`src/rtl/axil_csr_bridge.sv`:
```
// AXI4-Lite slave that turns PS register accesses into single, handshaked CSR bus cycles.
// It adds address decode, ack timeout, read/write arbitration and a saturating error counter.
module axil_csr_bridge #(
  parameter int ADDR_WIDTH     = 8,
  parameter int DATA_WIDTH     = 32,
  parameter int NUM_REGS       = 64,
  parameter int TIMEOUT_CYCLES = 16,
  parameter int RD_PRIORITY    = 0
) (
  input  logic                    clk,
  input  logic                    rst_n,
  input  logic [ADDR_WIDTH-1:0]   s_axi_awaddr,
  input  logic [2:0]              s_axi_awprot,
  input  logic                    s_axi_awvalid,
  output logic                    s_axi_awready,
  input  logic [DATA_WIDTH-1:0]   s_axi_wdata,
  input  logic [DATA_WIDTH/8-1:0] s_axi_wstrb,
  input  logic                    s_axi_wvalid,
  output logic                    s_axi_wready,
  output logic [1:0]              s_axi_bresp,
  output logic                    s_axi_bvalid,
  input  logic                    s_axi_bready,
  input  logic [ADDR_WIDTH-1:0]   s_axi_araddr,
  input  logic [2:0]              s_axi_arprot,
  input  logic                    s_axi_arvalid,
  output logic                    s_axi_arready,
  output logic [DATA_WIDTH-1:0]   s_axi_rdata,
  output logic [1:0]              s_axi_rresp,
  output logic                    s_axi_rvalid,
  input  logic                    s_axi_rready,
  output logic                    csr_req,
  output logic                    csr_we,
  output logic [ADDR_WIDTH-1:0]   csr_addr,
  output logic [DATA_WIDTH-1:0]   csr_wdata,
  output logic [DATA_WIDTH/8-1:0] csr_wstrb,
  input  logic                    csr_ack,
  input  logic [DATA_WIDTH-1:0]   csr_rdata,
  input  logic                    csr_err,
  output logic [15:0]             err_count,
  output logic [1:0]              dbg_state
);
  localparam int STRB_W = DATA_WIDTH / 8;
  localparam int LSB    = $clog2(STRB_W);
  localparam int IDX_W  = ADDR_WIDTH - LSB;
  localparam int TW     = $clog2(TIMEOUT_CYCLES + 1);
  localparam logic [IDX_W:0] NREG = (IDX_W + 1)'(NUM_REGS);

  typedef enum logic [1:0] {S_IDLE = 2'd0, S_ISSUE = 2'd1, S_RESP = 2'd2} state_t;
  state_t r_state, w_state_nx;

  logic              r_rdy_en;
  logic              r_aw_full, r_w_full, r_ar_full;
  logic [IDX_W-1:0]  r_aw_idx, r_ar_idx, r_op_idx;
  logic [DATA_WIDTH-1:0] r_w_data, r_op_wdata, r_rdata;
  logic [STRB_W-1:0] r_w_strb, r_op_wstrb;
  logic              r_op_we, r_last_wr;
  logic [1:0]        r_resp;
  logic [TW-1:0]     r_timer;
  logic [15:0]       r_err_cnt;

  logic             w_idle, w_wr_rdy, w_rd_rdy, w_pick_rd, w_pick_wr, w_legal, w_tmo, w_hs;
  logic [IDX_W-1:0] w_sel_idx;
  logic             w_unused;

  assign w_unused = ^{s_axi_awprot, s_axi_arprot, s_axi_awaddr[LSB-1:0], s_axi_araddr[LSB-1:0]};

  // Every channel transfers on a cycle where valid && ready are both high at the clock edge;
  // readys never depend on valids, and a raised valid holds its payload until accepted.
  assign w_idle    = (r_state == S_IDLE);
  assign w_wr_rdy  = r_aw_full & r_w_full;
  assign w_rd_rdy  = r_ar_full;
  assign w_pick_rd = w_idle & w_rd_rdy & (!w_wr_rdy | (RD_PRIORITY != 0) | r_last_wr);
  assign w_pick_wr = w_idle & w_wr_rdy & !w_pick_rd;
  assign w_sel_idx = w_pick_rd ? r_ar_idx : r_aw_idx;
  assign w_legal   = ({1'b0, w_sel_idx} < NREG);
  assign w_tmo     = (r_state == S_ISSUE) & !csr_ack & (r_timer == TW'(TIMEOUT_CYCLES - 1));
  assign w_hs      = (r_state == S_RESP) & (r_op_we ? s_axi_bready : s_axi_rready);

  always_ff @(posedge clk or negedge rst_n) begin
    if (!rst_n) r_state <= S_IDLE;
    else        r_state <= w_state_nx;
  end

  always_comb begin
    w_state_nx = r_state;
    case (r_state)
      S_IDLE:  if (w_pick_rd || w_pick_wr)
                 w_state_nx = (!w_legal || (w_pick_wr && r_w_strb == '0)) ? S_RESP : S_ISSUE;
      S_ISSUE: if (csr_ack || w_tmo) w_state_nx = S_RESP;
      S_RESP:  if (w_hs) w_state_nx = S_IDLE;
      default: w_state_nx = S_IDLE;
    endcase
  end

  always_ff @(posedge clk or negedge rst_n) begin
    if (!rst_n) begin
      r_rdy_en   <= 1'b0;
      r_aw_full  <= 1'b0;
      r_w_full   <= 1'b0;
      r_ar_full  <= 1'b0;
      r_aw_idx   <= '0;
      r_ar_idx   <= '0;
      r_w_data   <= '0;
      r_w_strb   <= '0;
      r_op_we    <= 1'b0;
      r_op_idx   <= '0;
      r_op_wdata <= '0;
      r_op_wstrb <= '0;
      r_last_wr  <= 1'b1;
      r_resp     <= 2'b00;
      r_rdata    <= '0;
      r_timer    <= '0;
      r_err_cnt  <= '0;
    end else begin
      r_rdy_en <= 1'b1;
      if (s_axi_awvalid && s_axi_awready) begin
        r_aw_full <= 1'b1;
        r_aw_idx  <= s_axi_awaddr[ADDR_WIDTH-1:LSB];
      end else if (w_pick_wr) r_aw_full <= 1'b0;
      if (s_axi_wvalid && s_axi_wready) begin
        r_w_full <= 1'b1;
        r_w_data <= s_axi_wdata;
        r_w_strb <= s_axi_wstrb;
      end else if (w_pick_wr) r_w_full <= 1'b0;
      if (s_axi_arvalid && s_axi_arready) begin
        r_ar_full <= 1'b1;
        r_ar_idx  <= s_axi_araddr[ADDR_WIDTH-1:LSB];
      end else if (w_pick_rd) r_ar_full <= 1'b0;
      // Launching an op frees its holding regs so the next request can queue behind it.
      if (w_pick_rd || w_pick_wr) begin
        r_op_we    <= w_pick_wr;
        r_op_idx   <= w_sel_idx;
        r_op_wdata <= w_pick_wr ? r_w_data : '0;
        r_op_wstrb <= w_pick_wr ? r_w_strb : '0;
        r_last_wr  <= w_pick_wr;
        r_timer    <= '0;
        r_rdata    <= '0;
        r_resp     <= w_legal ? 2'b00 : 2'b11;
      end
      if (r_state == S_ISSUE) begin
        if (csr_ack) begin
          r_resp <= csr_err ? 2'b10 : 2'b00;
          if (!r_op_we) r_rdata <= csr_rdata;
        end else if (w_tmo) begin
          r_resp  <= 2'b10;
          r_rdata <= '0;
        end else r_timer <= r_timer + 1'b1;
      end
      if (w_hs && r_resp != 2'b00 && r_err_cnt != 16'hFFFF) r_err_cnt <= r_err_cnt + 16'd1;
    end
  end

  assign s_axi_awready = r_rdy_en & !r_aw_full;
  assign s_axi_wready  = r_rdy_en & !r_w_full;
  assign s_axi_arready = r_rdy_en & !r_ar_full;
  assign s_axi_bvalid  = (r_state == S_RESP) & r_op_we;
  assign s_axi_bresp   = r_resp;
  assign s_axi_rvalid  = (r_state == S_RESP) & !r_op_we;
  assign s_axi_rresp   = r_resp;
  assign s_axi_rdata   = r_rdata;
  assign csr_req       = (r_state == S_ISSUE);
  assign csr_we        = r_op_we;
  assign csr_addr      = {r_op_idx, {LSB{1'b0}}};
  assign csr_wdata     = r_op_wdata;
  assign csr_wstrb     = r_op_wstrb;
  assign err_count     = r_err_cnt;
  assign dbg_state     = r_state;
endmodule
```
`config.mk`:
```
export PLATFORM = sky130hd
export DESIGN_NAME = axil_csr_bridge
export DESIGN_NICKNAME = d
export VERILOG_FILES = /design/src/rtl/axil_csr_bridge.sv
export SDC_FILE = /design/constraint.sdc
export NUM_CORES = 1
export LEC_CHECK = 0
export ABC_AREA = 1
export CAP_MARGIN = 30
export CELL_PAD_IN_SITES_DETAIL_PLACEMENT = 0
export CELL_PAD_IN_SITES_GLOBAL_PLACEMENT = 1
export CORE_AREA = 2 2 139 141
export CTS_CLUSTER_DIAMETER = 50
export DETAILED_ROUTE_END_ITERATION = 12
export DIE_AREA = 0 0 141 143
export PLACE_DENSITY = 0.82
export SLEW_MARGIN = 0
export SYNTH_ARGS = -nofsm -noshare
export SYNTH_HDL_FRONTEND = slang
export SYNTH_SLANG_ARGS = --single-unit
export TNS_END_PERCENT = 1
```
`constraint.sdc`:
```
create_clock -name clk -period 3.4 [get_ports clk]
set_input_delay 0.51 -clock clk [delete_from_list [all_inputs] [get_ports clk]]
set_output_delay 0.51 -clock clk [all_outputs]
set_load 0.05 [all_outputs]
```
# --- Yosys cells after proc, flatten, opt, wreduce, memory -nomap -nowiden ---
# Cells that the tools add are included.
classes:
  addsub: 2
  n_mul: 0
  div_mod_pow: 0
  magnitude_cmp: 0
  eq_ne: 7
  shifts: 0
  mux: 28
  bitwise_logic: 14
  reduce_logical: 22
op_table:
  columns: ["op", "n"]
  rows:
  - ["two-way mux 32 bit", 6]
  - ["two-way mux 5 bit", 4]
  - ["two-way mux 2 bit", 9]
  - ["adder 16 x 1 -> 16 bit (second input constant)", 1]
  - ["!= test 16 bit (second input constant)", 1]
  - ["bitwise AND 1 bit", 13]
  - ["nonzero test 2 bit", 4]
  - ["zero test 1 bit", 7]
  - ["logical AND 1 bit", 6]
  - ["two-way mux 1 bit", 6]
  - ["two-way mux 6 bit", 1]
  - ["one-hot mux 2 bit (3 select lines)", 1]
  - ["adder 5 x 1 -> 5 bit (second input constant)", 1]
  - ["equality test 5 x 4 -> 1 bit (second input constant)", 1]
  - ["zero test 4 bit", 1]
  - ["two-way mux 4 bit", 1]
  - ["!= test 2 x 1 -> 1 bit (second input constant)", 2]
  - ["AND reduction 3 bit", 1]
  - ["equality test 2 x 1 -> 1 bit (second input constant)", 1]
  - ["equality test 2 bit (second input constant)", 1]
  - ["zero test 2 bit", 1]
  - ["logical OR 1 bit", 2]
  - ["!= test 2 bit (second input constant)", 1]
  - ["bitwise OR 1 bit", 1]
word_totals:
  regBits: 153
  latch_bits: 0
  ram_bits: 0
  romBits: 0
  in_bits: 99
  output_inout_bits: 105
  wordCells: 91
  n_memories: 0

# --- Longest topological paths before layout ---
depth:
  ltp_word: 11
  ltp_mapped: 9
  ltp_nobuf: 9

# --- Worst setup path before layout ---
# No wires, ideal clock.
synth_path:
  kind: "flip-flop to flip-flop"
  start: "register r_state[0], in the netlist dbg_state[0]"
  end: "register r_timer[2]"
  setup_ps: 119
  t_arrival_ps: 2191
  required_time_ps: 3281
  path_slack_ps: 1090
  stages_incl_launch_ff: 8
  path_buffers: 0
  synth_period_minus_slack_ps: 2310
  path_cell_list: "dfrtp_1 inv_1 nor2_1 nand2_1 inv_2 nand2_1 xor2_1 nor2_1"
synth_via:
  elab_cells_between_ends: 14
  classes_between: "eq/ne (1); mux (4); bitwise (6); reduce/logical (3)"
synth_lines:
  columns: ["item", "line", "source"]
  rows:
  - ["start, declared", "49", "state_t r_state, w_state_nx;"]
  - ["start signal, assigned", "81", "else r_state <= w_state_nx;"]
  - ["equality test 2 x 1 -> 1 bit *", null, null]
  - ["via csr_req", "31", "output logic csr_req,"]
  - ["bitwise AND 1 bit (2 in series)", "76", "assign w_tmo = (r_state == S_ISSUE) & !csr_ack & (r_timer == TW'(TIMEOUT_CYCLES - 1));"]
  - ["two-way mux 5 bit", "144", "end else if (w_tmo) begin"]
  - ["two-way mux 5 bit", "141", "if (csr_ack) begin"]
  - ["two-way mux 5 bit *", "140", "if (r_state == S_ISSUE) begin"]
  - ["end signal, assigned", "147", "end else r_timer <= r_timer + 1'b1;"]
  - ["end, declared", "58", "logic [TW-1:0] r_timer;"]
# The timed path passes the listed nets; every way through them passes the cells marked *.
# A chain may end at the register's enable or synchronous reset.

# --- Final worst setup path ---
layout_path:
  start: "register r_state[1], in the netlist dbg_state[1]"
  end: "output port s_axi_rvalid"
layout_via:
  elab_chain_cells: 2
layout_rtl:
  columns: ["item", "line", "source"]
  rows:
  - ["equality test 2 bit", "158", "assign s_axi_rvalid = (r_state == S_RESP) & !r_op_we;"]
  - ["bitwise AND 1 bit", "158", null]
  - ["end, declared", "29", "output logic s_axi_rvalid,"]
# No other way between the ends.

==> impl_metrics.toml <==
[run_status]
status = "finished, final reports clean"

[setup_path]
ff2ff_setup_slack_ns = 1.13
r2r_start = "csr_we$_DFFE_PN0P_"
endpoint_kind = "output port"
worst_r2r_endpoint = "err_count[0]$_DFFE_PN0P_"
crit_required_ns = 2.89
start_kind = "flop"
critPathMaxFanout = 4
critPathKind = "reg2out"
critPathArrivalTime_ns = 2.13
r2r_cells = 7

[placed_design]
gp_congestion = 0.765
port_buffers = 191
placed_cells = 1186
dpl.hpwl_mm = 11.9

[route]
first_pass_iters = 5
wirelength_mm = 18.0
ant_nets = 0
drt_iter0_markers = 270
drc = 0
via_count = 5857
wl_per_cell_um = 14.8
via_per_inst = 4.81

[finish]
syn2layout_area_growth_pct = 37.8
finalNonFillerCells = 1218
nets = 1073
drive_above_1_share_pct = 10.6
final_core_util_pct = 51.7
antenna_cells = 0

[grt]
grt_usage_pct = 18.4
grt_pass1_vias = 5719
grt_first_pass_wirelength_mm = 29.5
antenna_found_initial = 0
grt-ovfl-total = 0
grt_max_degree = 66

[logic_synthesis]
ys_top_cells_by_area = "dfrtp_1 55%, nand2_1 19%, mux2_2 5.8%, nand4_1 3.3%, nor2_1 2.3%"
synth-seq-cells = 153
synth_most_common_cell = "nand2_1"
yosys.cell_types.count = 33
syn_inst = 792
yosysTopAreaCell = "dfrtp_1"
synth_ff_type = "dfrtp_1"
postSynthAreaPerCell_um2 = 8.81
syn-cell-area_um2 = 6980
synth_top_area_share_pct = 54.5
synthTopCellsByCount = "353 x nand2_1, 152 x dfrtp_1, 43 x nor2_1, 37 x nand4_1, 36 x mux2_2"
seq_area_frac_synth_pct = 54.9
synth-edff-count = 0
yosysWarnings = 0
async_reset_ff_share_pct = 100

[floorplanning]
io_pins = 204
num_rows = 50
start_util_pct = 37.5
core-area_um2 = 18600
die_area_um2 = 20200
die_w_um = 141
die_h_um = 143

[timing]
worst_pin_slew_ns = 0.899
slew_viol_final = 0
worst_hold_slack_ns = 0.108
fin_crit_ns = 2.64
slew_headroom_pct = 39.9
max_freq_mhz = 379
rsz0062_at_grt = "no"
finalSetupTns_ns = 0
fin_skew_ns = 0.00747
fin_crit_sh_pct = 77.7
setup_viol = 0
hold_violations = 0

[clock_network]
post_cts_resized = 0
htree_levels = 4
tritoncts = "built"
clock_sinks = 153
cts_buffers = 17
cts_setup_buffers = 0
hold_buffers = 0
path_clk_slew_ns = 0.06
cts_root_buf = "clkbuf_16"
clockBufferDepth = 2
clk_latency_ns = 0.42

[worst_hold_path]
holdCritPathClass = "in2async"

[power_and_ir_drop]
power_density_nw_per_um2 = 941
power_mw = 9.04
leakage_nw = 4.61
vdd_ir_drop_max_v = 0.000408

[run]
max_cap_viol_count = 0
## area by class of cell
type                    instances  area (µm²)
multi-input cells             561        2750
inverters                      40         153
repair buffers                198        2000
well taps                     234         293
fillers                      1740        8970
clock buffers                  20         447
clock inverters                12         139
flip-flops and latches        153        3830
## state kept, by name (all words and copies together) (netlist names), 4 cells and up
name and count:
r_w_strb 4, r_op_idx 6, r_ar_idx 6, r_w_data 32
err_count 16, r_timer 5, s_axi_rdata 32, csr_wdata 32
r_aw_idx 6, csr_wstrb 4
## through the flow
step	setup WS (ns)	area [µm²]
5_1_grt	0.666	9610
6_report	0.759	9610
3_5_place_dp	1.11	9030
2_1_floorplan	1.09	6980
4_1_cts	0.722	9610
3_3_place_gp	1.13	9010
## layout by cell type, fill, tap and decap left out, drive strengths merged, types with 3 or more instances in the layout
cell,Yosys,final
ha,3,3
a21oi,15,15
o21ai,27,27
inv,40,44
xor2,8,8
mux2,36,36
conb,2,3
nand3,23,23
clkinvlp,0,4
clkbuf,5,20
dfrtp,152,152
nor2,49,49
nand4,37,37
clkdlybuf4s50,0,190
buf,34,8
nand2,354,354
## worst max-delay path: stages (launching register included)
cell and delay, ns:
dfrtp_1 0.46, inv_2 0.07, nor2_2 0.13, inv_1 0.08
nor2_1 0.15, clkdlybuf4s50_1 0.83
## worst max-delay path by stage
stage                                     endpoint  slack [ns]                startpoint  cells after the start
after floorplan               r_timer[2]$_DFF_PN0_        1.09  dbg_state[0]$_DFFE_PN0P_                      7
after global routing                  s_axi_rvalid        0.67  dbg_state[1]$_DFFE_PN0P_                      5
after global placement    err_count[0]$_DFFE_PN0P_        1.13        csr_we$_DFFE_PN0P_                      7
after CTS                             s_axi_rvalid        0.72  dbg_state[1]$_DFFE_PN0P_                      5
final                                 s_axi_rvalid        0.76  dbg_state[1]$_DFFE_PN0P_                      5
after detailed placement  err_count[0]$_DFFE_PN0P_        1.11        csr_we$_DFFE_PN0P_                      7
## report_power, final
group / switching [mW] / internal, mW / leakage [nW] / total [mW]
combinational: 2.83 / 1.37 / 2.41 / 4.20
sequential: 0.454 / 2.50 / 1.93 / 2.95
clock: 0.781 / 1.11 / 0.274 / 1.89
## kinds of logic (layout without fill, tap and decap cells)
kind of cell,count (synthesis),count (layout),share of synthesized area [%]
AOI/OAI and AO/OA,42,42,3.50
adders and majority gates,3,3,0.538
other,2,3,0.108
xor gates and xnor gates,9,9,1.13
DFF,153,153,54.9
buffers and inverters,79,270,5.83
muxes,36,36,5.81
and+or+nand+nor,468,468,28.2
## layer usage
layer	wire (µm)	track usage, %	vias to the layer above
li1	-	-	2879
met1	8100	24.3	2791
met2	8270	28.9	175
met3	1460	6.44	12
met4	153	4.95	0
met5	0	0	-
No activity file was read; power rests on OpenSTA's default activity.
